**src/rtl/para.sv**
```systemverilog
// Shared flit format: width, header field size and flit-type encodings.
package para;
  localparam int FLIT_SIZE  = 16;
  localparam int HEADER_LEN = 3;

  localparam logic [HEADER_LEN-1:0] HEAD_FLIT   = 3'b001;
  localparam logic [HEADER_LEN-1:0] BODY_FLIT   = 3'b010;
  localparam logic [HEADER_LEN-1:0] TAIL_FLIT   = 3'b011;
  localparam logic [HEADER_LEN-1:0] SINGLE_FLIT = 3'b100;
endpackage

```
**src/rtl/flit_frame_checker.sv**
```systemverilog
// Packet framing tracker: accepts only well-ordered HEAD/BODY/TAIL/SINGLE flits,
// flags anything else with a registered one-cycle drop pulse.
module flit_frame_checker
  import para::*;
(
  input  logic                  clk,
  input  logic                  rst,
  input  logic [HEADER_LEN-1:0] flit_type,
  input  logic                  xfer,
  output logic                  accept,
  output logic                  err_drop
);
  typedef enum logic {FR_IDLE, FR_IN_PKT} frame_state_e;

  frame_state_e state, state_nxt;
  logic         legal;

  always_comb begin
    legal     = 1'b0;
    state_nxt = state;
    case (state)
      FR_IDLE: begin
        if (flit_type == HEAD_FLIT) begin
          legal     = 1'b1;
          state_nxt = FR_IN_PKT;
        end else if (flit_type == SINGLE_FLIT) begin
          legal = 1'b1;
        end
      end
      FR_IN_PKT: begin
        if (flit_type == BODY_FLIT) begin
          legal = 1'b1;
        end else if (flit_type == TAIL_FLIT) begin
          legal     = 1'b1;
          state_nxt = FR_IDLE;
        end
      end
      default: state_nxt = FR_IDLE;
    endcase
    // Illegal flits leave the state alone, so an open packet still needs its TAIL.
    if (!xfer || !legal) state_nxt = state;
  end

  assign accept = xfer && legal;

  always_ff @(posedge clk) begin
    if (rst) begin
      state    <= FR_IDLE;
      err_drop <= 1'b0;
    end else begin
      state    <= state_nxt;
      err_drop <= xfer && !legal;
    end
  end
endmodule

```
**src/rtl/flit_input_buffer.sv**
```systemverilog
// Per-port input flit FIFO feeding one reductor leg; drops mis-framed flits
// while still completing their handshake so the link never stalls on them.
module flit_input_buffer
  import para::*;
#(
  parameter  int DEPTH = 4,
  localparam int PTR_W = $clog2(DEPTH)
) (
  input  logic                 clk,
  input  logic                 rst,
  input  logic [FLIT_SIZE-1:0] in,
  input  logic                 in_valid,
  output logic                 in_avail,
  output logic [FLIT_SIZE-1:0] out,
  output logic                 out_valid,
  input  logic                 out_avail,
  output logic [PTR_W:0]       count,
  output logic                 err_drop
);
  localparam logic [PTR_W:0] FULL = DEPTH[PTR_W:0];

  logic [FLIT_SIZE-1:0] mem [DEPTH];
  logic [PTR_W-1:0]     rd_ptr, wr_ptr;
  logic                 in_xfer, accept, wr_en, rd_en;

  // Full blocks input even when a read frees a slot this cycle.
  assign in_avail  = (count != FULL);
  assign out_valid = (count != '0);
  assign out       = mem[rd_ptr];

  assign in_xfer = in_valid && in_avail;
  assign wr_en   = accept;
  assign rd_en   = out_valid && out_avail;

  flit_frame_checker u_frame (
    .clk       (clk),
    .rst       (rst),
    .flit_type (in[FLIT_SIZE-1 -: HEADER_LEN]),
    .xfer      (in_xfer),
    .accept    (accept),
    .err_drop  (err_drop)
  );

  always_ff @(posedge clk) begin
    if (wr_en && !rst) mem[wr_ptr] <= in;
  end

  always_ff @(posedge clk) begin
    if (rst) begin
      rd_ptr <= '0;
      wr_ptr <= '0;
      count  <= '0;
    end else begin
      if (wr_en) wr_ptr <= wr_ptr + 1'b1;
      if (rd_en) rd_ptr <= rd_ptr + 1'b1;
      case ({wr_en, rd_en})
        2'b10:   count <= count + 1'b1;
        2'b01:   count <= count - 1'b1;
        default: count <= count;
      endcase
    end
  end
endmodule
```
**config.mk**
```make
export PLATFORM = sky130hd
export DESIGN_NAME = flit_input_buffer
export DESIGN_NICKNAME = d
export VERILOG_FILES = /design/src/rtl/para.sv /design/src/rtl/flit_frame_checker.sv /design/src/rtl/flit_input_buffer.sv
export SDC_FILE = /design/constraint.sdc
export NUM_CORES = 1
export LEC_CHECK = 0
export ABC_CLOCK_PERIOD_IN_PS = 4400
export BUFFER_PORTS_ARGS = -buffer_cell sky130_fd_sc_hd__buf_2
export CAP_MARGIN = 20
export CELL_PAD_IN_SITES_DETAIL_PLACEMENT = 1
export CELL_PAD_IN_SITES_GLOBAL_PLACEMENT = 1
export CORE_UTILIZATION = 45
export CTS_CLUSTER_SIZE = 10
export DETAILED_ROUTE_END_ITERATION = 7
export PLACE_DENSITY = 0.75
export SETUP_SLACK_MARGIN = 0.15
export SLEW_MARGIN = 20
export SYNTH_ARGS = -nofsm -noshare
export SYNTH_HDL_FRONTEND = slang
export SYNTH_SLANG_ARGS = --single-unit
```
**constraint.sdc**
```tcl
create_clock -name clk -period 4.4 [get_ports clk]
set_input_delay 1.1 -clock clk [delete_from_list [all_inputs] [get_ports clk]]
set_output_delay 1.1 -clock clk [all_outputs]
set_load 0.1 [all_outputs]
```
# == Yosys cells after proc, flatten, opt, wreduce, memory -nomap -nowiden ==
# Memories as Yosys holds them, arrays and structs flattened. A register that Yosys moved wholly into a read port is not among the register bits.
# Cells that the tools add are included.
# W data, S select, Z words.
# totals
reg_bits,9
latchBits,0
ramBits,64
mem_bits_ro,0
inputBits,20
output_inout_bits,22
elab_cells,43
memories,1
# classes
add_sub_neg,4
n_mul,0
div,0
order_cmp,0
eq_ne,7
shifts,0
n_mux,14
n_bitwise,1
n_reduce_logical,11
# memory_table
memory,depth,word_bits,read_ports,rd_ports_with_merged_regs,write_ports,line,source
mem,4,16,1,1,1,flit_input_buffer.sv:22,logic [FLIT_SIZE-1:0] mem [DEPTH];
# op_table
op,count
$mux W1,9
$eq A3 B2 Y1 const B,2
$pmux W3 S2,1
$logic_and A1 B1 Y1,5
$add A2 B1 Y2 const B,2
$mux W2,2
$pmux W1 S2,2
$add A3 B1 Y3 const B,1
$eq A3 B1 Y1 const B,1
$eq A3 B3 Y1 const B,1
$logic_not A1 Y1,3
$ne A3 B3 Y1 const B,1
$reduce_bool A3 Y1,1
$sub A3 B1 Y3 const B,1
$eq A2 B1 Y1 const B,1
$eq A2 B2 Y1 const B,1
$reduce_bool A2 Y1,1
$logic_or A1 B1 Y1,1
$not A1 Y1,1

# == Longest topological paths before layout ==
# Gate-level depths: netlist of the first run.
# depth
word_depth,8
ltp_mapped,10
ltp_nobuf,10

# == By module ==
# A second synthesis of the first run with hierarchy kept.
# unflattened
cells_unflattened,147
hier_area_um2,2926.6
# modules_own_cells
mod,n_inst,cells_each,area_each_um2,seq_area_each_um2
flit_input_buffer,1,134,2803.9,2102.0
flit_frame_checker,1,13,122.6,40.0

# == Worst setup path after synthesis of the first run ==
# No wires, ideal clock.
# synth_path
path_type,reg2reg
startpoint,reg count[2]
endpoint,reg count[2]
setup_ns,0.071
arrival_time_ns,3.031
required_ns,4.329
path_slack_ns,1.299
stages_incl_launch_ff,11
path_buffers,0
synth_period_minus_slack_ns,3.101
cell_sequence,dfxtp_1 or3b_4 nand2_2 nor2_1 inv_1 ha_1 inv_1 fa_1 xor2_1 or3_1 a21oi_1
# synth_between
elab_chain_cells,5
word_cells_on_any_way,11
cone_classes,add/sub (2); eq/ne (3); mux (1); reduce/logical (5)
# synth_lines
item,line,source
start: declaration,flit_input_buffer.sv:17,"output logic [PTR_W:0] count,"
start signal: assignment,flit_input_buffer.sv:57,2'b10: count <= count + 1'b1;
start signal: assignment,flit_input_buffer.sv:58,2'b01: count <= count - 1'b1;
start signal: assignment,flit_input_buffer.sv:59,default: count <= count;
$ne A3 B3 Y1 *,flit_input_buffer.sv:27,assign in_avail = (count != FULL);
via in_avail,flit_input_buffer.sv:13,"output logic in_avail,"
$logic_and A1 B1 Y1 *,flit_input_buffer.sv:31,assign in_xfer = in_valid && in_avail;
$logic_and A1 B1 Y1 *,flit_frame_checker.sv:44,assign accept = xfer && legal;
$eq A2 B1 Y1 / $eq A2 B2 Y1 (equally long branches),flit_input_buffer.sv:56,"case ({wr_en, rd_en})"
$pmux W3 S2 / $reduce_bool A2 Y1 (equally long branches),n/a,
# Mark *: on every way through the listed nets, which the timed path passes. The rest lies on a longest branch.
# A chain may end at the register's enable or synchronous reset.

==> results by group, run 1 <==
Die
  • Die W: 82.0 um
  • Die H: roughly 80 um
  • Initial Utilization: a little under half
  • Die Area: just under 7000 um2
  • Core area: between 6000 and 7000 um2
  • Row Count: 28
  • I/O pin count: 42

Power
  • Gate power share: about a third
  • Int Pwr: approximately 1100 uW
  • Pleak: 0.00113 uW
  • Switching Share: 40.7%
  • IR Drop Worst-Case VDD: 0.455 mV
  • Sequential share of power: around 43%
  • Power density over the cells: between 500 and 600 nW/um2
  • Net load switching power: around 790 uW
  • Clock network fraction of design power: between 20% and 30%

Global routing
  • Total gr overflow: 0
  • Vias in the first global route: roughly 1600
  • First-pass GRT wire length: 8.00 mm
  • Total GRT Usage: ~17%
  • Largest net degree at the start of global routing: 17
  • Initial antenna violation count: 0

Placement
  • IO Port Bufs: a little over 40
  • GPL Wtd Cong: just over 0.7
  • Dpl ws: around 1100 ps
  • Placed Area: ~3200 um2
  • DP HPWL: 3.48 mm

STA
  • Setup TNS: 0 ps
  • Setup violations, final: 0
  • Max-slew violation count: 0
  • Worst slew pin tran: around 870 ps
  • Crit share post-route: 71.9%
  • Minimum clock period: approximately 3200 ps
  • Max Fclk: about 320 MHz
  • Slew headroom: 42.3%
  • Final Skew: roughly 8.3 ps
  • Unrepaired setup endpoints after global routing: no
  • Final worst slack: around 1200 ps
  • Hold_ws: 541 ps
  • Fin. Hold Viols: 0

Layout
  • Synth-to-Final Area Change: 15.5%
  • # fillers: 572
  • Post-layout util: a little over half
  • Number of antenna diodes: 0
  • Final instance area: 3320 um2
  • Layout cells sized above 1: between 30% and 40%
  • Total Nets Final: 222

Hold path
  • Hold Crit Class: flop to flop

Setup path
  • Critical path peak fanout: 11
  • Crit path DAT: between 2000 and 2500 ps
  • WP data required: ~3300 ps
  • Worst reg2reg setup slack: slightly below 2000 ps
  • Critical Path Sink Type: primary output
  • Critical path class: flop to primary output
  • Startpoint types: flop

Synthesis
  • Cells after Synth: 148
  • Netlist Area Pre-Place: 2880 um2
  • Distinct cell type count of the synthesized netlist: 27
  • Mapped Nets: 174
  • Share of the yosys chip area belonging to registers: about three quarters
  • Post-synth ARST share: 0%
  • Yosys warnings: 0
  • Post-synth top cells: edfxtp_1, mux4_2, dfxtp_1
  • Top cells by area, synth: edfxtp_1, mux4_2, dfxtp_1, ha_1, xor2_1
  • Post-synthesis area per instance: between 15 and 20 um2
  • FF+latch count, synth: between 70 and 80
  • Most common cell in the netlist: edfxtp_1
  • Largest area contributor in the netlist: edfxtp_1
  • Synth top area share: ~67%
  • Synth Flop Type: edfxtp_1
  • Post-synth EDFFs: 64

Clocking
  • TritonCTS clock tree: yes
  • CTS H-tree lvls: 3
  • Clock-pin slew on the worst setup and hold paths: roughly 70 ps
  • TritonCTS buffer count: 9
  • Post-CTS Setup Bufs: 0
  • PostCTS Resize Cnt: 0
  • Hold_buf cts: 0
  • Clk Latency, worst-skew pair: 330 ps
  • Clock sinks: 75
  • Clock tree buffer depth: 2
  • Clk root buf: clkbuf_8

Job
  • Maxcap violations: 0

Drt
  • Vias: around 1500
  • DRC Markers: 0
  • Final WL: around 5.2 mm
  • Initial DRC count: 43
  • Metal3 WL: between 200 and 250 um
  • Met1 WL: ~2.2 mm
  • Drt pass-1 iters: 4
  • DR top layer: met4
  • Via density: approximately 5.3
  • Routed wl met2: approximately 2.7 mm
  • DR WL/cell: about 19 um
  • Final antenna-violating net count: 0

Outcome
  • Status: finished, final reports clean
[cell families (layout without fill, tap and decap cells)]
group	Yosys count	count (layout)	share of synthesized area, %
and+or+nand+nor	24	24	4.61
xor gates and xnor gates	5	5	1.52
buffers and inverters	12	65	1.91
DFF	75	75	74.4
adders and majority gates	6	6	2.87
muxes	17	17	12.9
AOI/OAI and AO/OA	9	9	1.83
[through the flow]
stage / power (uW) / std cells
after floorplan: 1410 / 148
after global placement: 1490 / 260
after global routing: 2010 / 276
final: 1930 / 276
after detailed placement: 1510 / 260
after CTS: 1950 / 276
[cell usage in the layout, fill, tap and decap left out, types with 2 or more instances in the layout]
cell | netlist | final
inv_1 | 7 | 7
o21ai_0 | 3 | 3
edfxtp_1 | 64 | 64
and2_1 | 4 | 4
xor2_1 | 4 | 4
ha_1 | 5 | 5
dfxtp_1 | 11 | 11
nand2_1 | 2 | 2
clkinv_1 | 0 | 2
or3_1 | 3 | 3
clkbuf_8 | 0 | 9
buf_2 | 2 | 41
clkinvlp_4 | 0 | 3
a21oi_1 | 4 | 4
mux4_2 | 16 | 16
nor2_1 | 9 | 9
[critical path: stages, from the launching register on]
cell and delay, ps:
dfxtp_1 540, buf_4 330, mux4_2 540, buf_2 310
[path summary, 6_finish.rpt]
path / start / endpoint / cells after the start
worst max-delay path: flop / out[2] / 3
worst min-delay path: wr_ptr[0] / wr_ptr[0] / 2
worst max register to register: count[0] / count[2] / 10
worst min register to register: wr_ptr[0] / wr_ptr[0] / 2
[per-layer routing]
layer | vias up | track usage (%)
li1 | 671 | -
met1 | 748 | 20.0
met2 | 36 | 30.0
met3 | 7 | 3.89
met4 | 0 | 9.47
met5 | - | 0
[layout make-up]
type                            count  area (um2)  share of cell area, %
Clock buffer                        9         124                   3.73
Clock inverter                      7        43.8                   1.32
Inverter                            7        26.3                  0.790
Multi-Input combinational cell     61         682                   20.5
Sequential cell                    75        2140                   64.4
Tap cell                           75        93.8                   2.82
Timing Repair Buffer               42         213                   6.40
[sequential cells by signal (all words and copies together), names as in the netlist, named ones only]
name              count
u_frame.err_drop      1
u_frame.state         1
wr_ptr                2
count                 3
mem                  64
rd_ptr                2
[power by group through the flow]
stage	clock network [uW]	logic, uW	registers, uW
2_1_floorplan	0	521	887
3_3_place_gp	0	646	841
3_5_place_dp	0	662	845
4_1_cts	457	663	829
5_1_grt	486	687	833
6_report	446	657	827
No activity file was read; power rests on OpenSTA's default activity.
==> inputs of run 2 (changes only) <==
ABC_AREA = 1   (was unset)
ABC_CLOCK_PERIOD_IN_PS = 2600   (was 4400)
CORE_UTILIZATION = 41   (was 45)
clock period = 2.6 ns   (was 4.4 ns; I/O delays follow)
==> run 2 against run 1 <==
Sequential power is 63% higher. Clock power up 110%. Final cell count rose by 41%. Clock skew shrank 2.8 ps. Hold slack got worse by 57 ps. Synthesized cell count grew 59%. Total power grew 64%. Critical path type unchanged. Largest cell class unchanged. Largest power group unchanged.
==> results by group, run 2 <==
Outcome
  • Status: finished, final reports clean

Drt
  • DR WL/cell: around 16 um
  • Final antenna-violating net count: 0
  • Final WL: just over 6 mm
  • Vias: between 1500 and 2000
  • Initial DRC count: 71
  • Drt pass-1 iters: 4
  • DRC Markers: 0
  • Via density: 5.03

Hold path
  • Hold Crit Class: flop to flop
  • Worst hold start: rd_ptr[1]
  • Hold depth: 2

Layout
  • Register Area: roughly 2100 um2
  • Total Nets Final: 314
  • Post-layout util: 54.2%
  • Largest regs: mem (64), count (3)
  • Max reg flops: 64
  • Synth-to-Final Area Change: 25.2%
  • # fillers: slightly above 700
  • Most used cells in the layout excluding fill and tap cells: edfxtp_1, nor2_1, o21ai_1, buf_2, o22ai_2
  • Non-filler cells in the finished layout: around 400
  • Multi-input logic area: between 800 and 900 um2
  • Number of antenna diodes: 0
  • Register name with the most flops: mem
  • Layout cells sized above 1: 34.5%
  • Most common cell after layout, fill and taps aside: edfxtp_1

Setup path
  • Critical Path Sink Type: primary output
  • Critical path peak fanout: 22
  • FF-to-FF path depth: 12
  • Critical path class: flop to primary output
  • Crit path DAT: 1670 ps
  • Startpoint types: flop
  • Critical path's top delay family: buffers and inverters
  • Crit path top cell by count: buf_4
  • WP buf/inv: 2
  • Crit-path slowest cell: dfxtp_1
  • WP data required: slightly below 2000 ps
  • Worst reg2reg setup slack: 480 ps
  • Worst stage delay on the critical path: slightly above 400 ps
  • Reg2Reg Launch Point: count[0]
  • Reg-to-reg critical path endpoint: count[2]
  • Cells along the critical path: buf_4 -> o21ai_1 -> o22ai_2 -> buf_4

Clocking
  • Clock sinks: 75
  • TritonCTS clock tree: yes
  • Clk Latency, worst-skew pair: about 350 ps
  • Hold_buf cts: 0
  • Clk root buf: clkbuf_8
  • Clock-pin slew on the worst setup and hold paths: roughly 70 ps
  • CTS H-tree lvls: 3
  • TritonCTS buffer count: 9
  • Clock tree buffer depth: 2
  • Post-CTS Setup Bufs: 0

STA
  • Fin. Hold Viols: 0
  • Worst slew pin tran: a little under 500 ps
  • Crit share post-route: between 80% and 90%
  • Final Skew: between 5 and 6 ps
  • Max-slew violation count: 0
  • Slew headroom: roughly two thirds
  • Setup TNS: 0 ps
  • Setup violations, final: 0
  • Max Fclk: between 400 and 500 MHz
  • Unrepaired setup endpoints after global routing: no
  • Minimum clock period: about 2300 ps

Die
  • Core area: roughly 6900 um2
  • Die Area: roughly 7700 um2
  • Initial Utilization: a little over two fifths
  • I/O pin count: 42
  • Row Count: 30
  • Die H: 87.6 um
  • Die W: around 90 um

Synthesis
  • Distinct cell type count of the synthesized netlist: 24
  • Yosys warnings: 0
  • Mapped Nets: ~260
  • Post-synth top cells: edfxtp_1, nor2_1, o21ai_1
  • Top cells by area, synth: edfxtp_1, dfxtp_1, o21ai_1, nor2_1, o22ai_1
  • Post-synthesis area per instance: between 10 and 15 um2
  • Largest area contributor in the netlist: edfxtp_1
  • Netlist Area Pre-Place: around 3000 um2
  • Post-synth EDFFs: between 60 and 70
  • Cells after Synth: between 200 and 250
  • Share of the yosys chip area belonging to registers: a little under three quarters
  • FF+latch count, synth: 75
  • Synth top area share: a little under two thirds
  • Post-synth ARST share: 0%
  • Most common cell in the netlist: edfxtp_1
  • Synth Flop Type: edfxtp_1

Global routing
  • Met2 usage: about 31%
  • Top Usage Layer GRT: met2
  • Largest net degree at the start of global routing: 33
  • Total gr overflow: 0
  • Total GRT Usage: 17.6%
  • GR Util met3: under 10%
  • Initial antenna violation count: 0
  • First-pass GRT wire length: between 9 and 10 mm
  • Met1 GRT Util: about a fifth
  • Vias in the first global route: around 2000

Placement
  • IO Port Bufs: between 40 and 50
  • Cells after DPL: 373
  • DP HPWL: about 4 mm
  • GPL Wtd Cong: between 0.7 and 0.8

Power
  • Sequential share of power: 42.8%
  • Pleak: 0.00138 uW
  • Clock network fraction of design power: a little under 30%
  • Int Pwr: 2050 uW
  • IR Drop Worst-Case VDD: roughly 0.55 mV
  • Switching Share: between 30% and 40%
  • Power, Total: about 3200 uW
  • Power density over the cells: around 840 nW/um2
  • Net load switching power: between 1000 and 1500 uW
  • Gate power share: 27.8%

Job
  • Maxcap violations: 0
## run 2: power by group through the flow
stage	combinational, uW	sequential (uW)	clock, uW
2_1_floorplan	646	1440	0
3_3_place_gp	850	1380	0
3_5_place_dp	862	1380	0
4_1_cts	876	1350	955
5_1_grt	927	1350	989
6_report	878	1350	927
## run 2: how the worst max path moves through the flow
| stage | from | to | slack (ps) | depth (start not counted) |
|---|---|---|---|---|
| after floorplan | count[0] | count[2] | 150 | 12 |
| after global placement | in[13] | count[2] | 230 | 14 |
| after detailed placement | in[13] | count[2] | 140 | 14 |
| after CTS | flop | out[4] | 150 | 4 |
| after global routing | flop | out[7] | 180 | 4 |
| final | flop | out[5] | 280 | 4 |
## run 2: cells by family after synthesis
| group | count (synthesis) | share of synthesized area [%] |
|---|---|---|
| flops | 75 | 71.3 |
| simple gates | 69 | 11.1 |
| compound gates | 62 | 11.2 |
| buf+inv | 24 | 3.62 |
| fa+ha+maj | 6 | 2.75 |
## run 2: area by class of cell
cell class | count | area share [%]
Sequential cell | 75 | 57.0
Multi-Input combinational cell | 137 | 23.7
Timing Repair Buffer | 50 | 8.98
Clock buffer | 9 | 3.29
Inverter | 15 | 1.63
Clock inverter | 7 | 2.19
Tap cell | 96 | 3.19
## run 2: routing by layer
metal	routed length (um)	up-vias	share of wire, %
met3	186	12	3.1
met2	3180	33	52
met1	2590	963	43
met4	130	0	2.1
met5	0	-	0
li1	-	950	-
## run 2: what timing repair did
action                     4_1_cts  5_1_grt
setup endpoints to repair       14       10
hold endpoints to repair         0        0
gates resized for setup          5       10
## run 2: per-stage QoR
step / hold WS (ps) / setup WS (ps) / cell area [um2]
final: 484 / 276 / 3760
after global routing: 504 / 179 / 3760
after CTS: 482 / 150 / 3740
after detailed placement: 468 / 142 / 3520
after global placement: 453 / 232 / 3520
after floorplan: 437 / 150 / 3150
## run 2: worst register-to-register path, cell delays in order (launching register included)
cell     delay (ps)
dfxtp_2         330
nor2_2          230
nand2_4          70
nand2_2         100
inv_4            60
nand2_4         140
ha_1            180
inv_1            70
fa_1            380
or2_0           230
nand2_1          90
o21ai_1          60
a21oi_1         110
==> inputs of run 3 (changes only) <==
CELL_PAD_IN_SITES_DETAIL_PLACEMENT = unset   (was 1)
CELL_PAD_IN_SITES_GLOBAL_PLACEMENT = unset   (was 1)
CORE_UTILIZATION = 45   (was 41)
PLACE_DENSITY = 0.69   (was 0.75)
==> run 3 against run 2 <==
Sequential power about the same. Global-route usage down 0.86 points. Sequential share of layout area up 0.24 points. Setup slack worse by 9.6 ps. Clock power up 15%. Utilization up 4.6 points. Design area down 0.30%. Maximum frequency down 0.41%. Sequential cell count unchanged. Critical path type unchanged. Critical endpoint is now out[3]. Largest cell class unchanged. Highest routed layer unchanged.
==> results by group, run 3 (synthesis gave the netlist of run 2 again) <==
STA
  • Worst slew pin tran: 489 ps
  • Max-slew violation count: 0
  • Final Skew: 9.42 ps
  • Setup violations, final: 0
  • Crit share post-route: between 80% and 90%
  • Fin. Hold Viols: 0
  • Hold_ws: between 400 and 500 ps
  • Unrepaired setup endpoints after global routing: no
  • Slew headroom: approximately two thirds
  • Minimum clock period: around 2300 ps
  • Max Fclk: roughly 430 MHz
  • Setup TNS: 0 ps

Layout
  • Register name with the most flops: mem
  • Largest regs: mem (64), count (3)
  • Most used cells in the layout excluding fill and tap cells: edfxtp_1, nor2_1, o21ai_1, buf_2, buf_4
  • Post-layout util: about three fifths
  • Most common cell after layout, fill and taps aside: edfxtp_1
  • Total Nets Final: around 310
  • Layout cells sized above 1: 35.9%
  • Synth-to-Final Area Change: 24.9%
  • Max reg flops: 64
  • Number of antenna diodes: 0
  • # fillers: approximately 520

Global routing
  • Initial antenna violation count: 0
  • Largest net degree at the start of global routing: 24
  • Vias in the first global route: 1843
  • First-pass GRT wire length: between 8 and 9 mm
  • Total GRT Usage: between 10% and 20%
  • Total gr overflow: 0

Die
  • Die W: between 80 and 90 um
  • Die Area: approximately 7000 um2
  • Initial Utilization: 47.1%
  • Die H: between 80 and 90 um
  • I/O pin count: between 40 and 50
  • Row Count: 29
  • Core area: approximately 6400 um2

Outcome
  • Status: finished, final reports clean

Power
  • IR Drop Worst-Case VDD: around 0.6 mV
  • Pleak: ~0.0014 uW
  • Power density over the cells: around 880 nW/um2

Clocking
  • CTS H-tree lvls: 3
  • Clk Latency, worst-skew pair: about 340 ps
  • Clk root buf: clkbuf_8
  • Hold_buf cts: 0
  • TritonCTS buffer count: 9
  • Clock tree buffer depth: 2
  • TritonCTS clock tree: yes
  • Clock sinks: 75
  • Clock-pin slew on the worst setup and hold paths: 80 ps

Setup path
  • Critical path peak fanout: 22
  • Critical Path Sink Type: primary output
  • Crit path DAT: around 1700 ps
  • WP data required: 1950 ps
  • Critical path class: flop to primary output
  • Startpoint types: flop

Drt
  • Vias: roughly 1900
  • Initial DRC count: between 80 and 90
  • DRC Markers: 0
  • Drt pass-1 iters: 4
  • Final antenna-violating net count: 0
  • DR WL/cell: around 15 um
  • Via density: about 5.2
  • Final WL: 5.35 mm

Hold path
  • Hold Crit Class: flop to flop

Placement
  • GPL Wtd Cong: between 0.7 and 0.8
  • IO Port Bufs: 41
  • DP HPWL: around 3.3 mm

Job
  • Maxcap violations: 0
-- run 3: cell types whose count changed in the layout (fill, tap and decap cells not counted), sizes merged --
| cell | delta |
|---|---|
| buf | +6 |
| bufinv | +1 |
| clkbuf | -9 |
| clkinv | -2 |
| inv | +1 |
-- run 3: power breakdown --
part           switching, uW  total, uW  internal (uW)  leakage, uW
sequential              28.9       1360           1330     0.000668
clock                    429       1070            643     0.000120
combinational            668        855            187     0.000595
total                   1130       3290           2160      0.00138
-- run 3: what timing repair did --
item                       4_1_cts  5_1_grt
setup endpoints to repair       16        6
resized for setup               17        4
buffers inserted                 0        0
-- run 3: stage by stage --
| stage | power [uW] | std cells | setup WS (ps) | area, um2 |
|---|---|---|---|---|
| CTS | 3310 | 367 | 81.8 | 3740 |
| floorplan | 2080 | 236 | 150 | 3150 |
| global route | 3400 | 367 | 162 | 3750 |
| detailed placement | 2220 | 351 | 172 | 3460 |
| global placement | 2210 | 351 | 241 | 3460 |
| finish | 3290 | 367 | 267 | 3750 |
-- run 3: final cells by class --
class / instances / area (um2) / share of cell area (%)
well taps: 77 / 96.3 / 2.57
flip-flops and latches: 75 / 2150 / 57.3
clock buffers: 9 / 124 / 3.30
inverters: 15 / 61.3 / 1.63
repair buffers: 47 / 307 / 8.17
multi-input cells: 137 / 892 / 23.8
clock inverters: 7 / 124 / 3.30
-- run 3: worst paths after layout --
kind | startpoint | endpoint | slack (ps) | cells past startpoint
min reg2reg | rd_ptr[1] | flop | 470 | 2
max | flop | out[3] | 270 | 5
min | rd_ptr[1] | flop | 470 | 2
max reg2reg | count[0] | count[2] | 550 | 12
-- run 3: layer usage --
metal,GRT usage [%],vias up,share of wire (%)
met2,29.4,32,52
met1,18.9,910,43
li1,-,949,-
met3,4.06,10,3.4
met4,8.32,0,1.9
met5,0,-,0
-- run 3: critical path, cell delays in order (launching register included) --
cell and delay, ps:
dfxtp_2 390, inv_2 200, buf_12 190, nor2_1 60, o22ai_2 180, buf_4 320
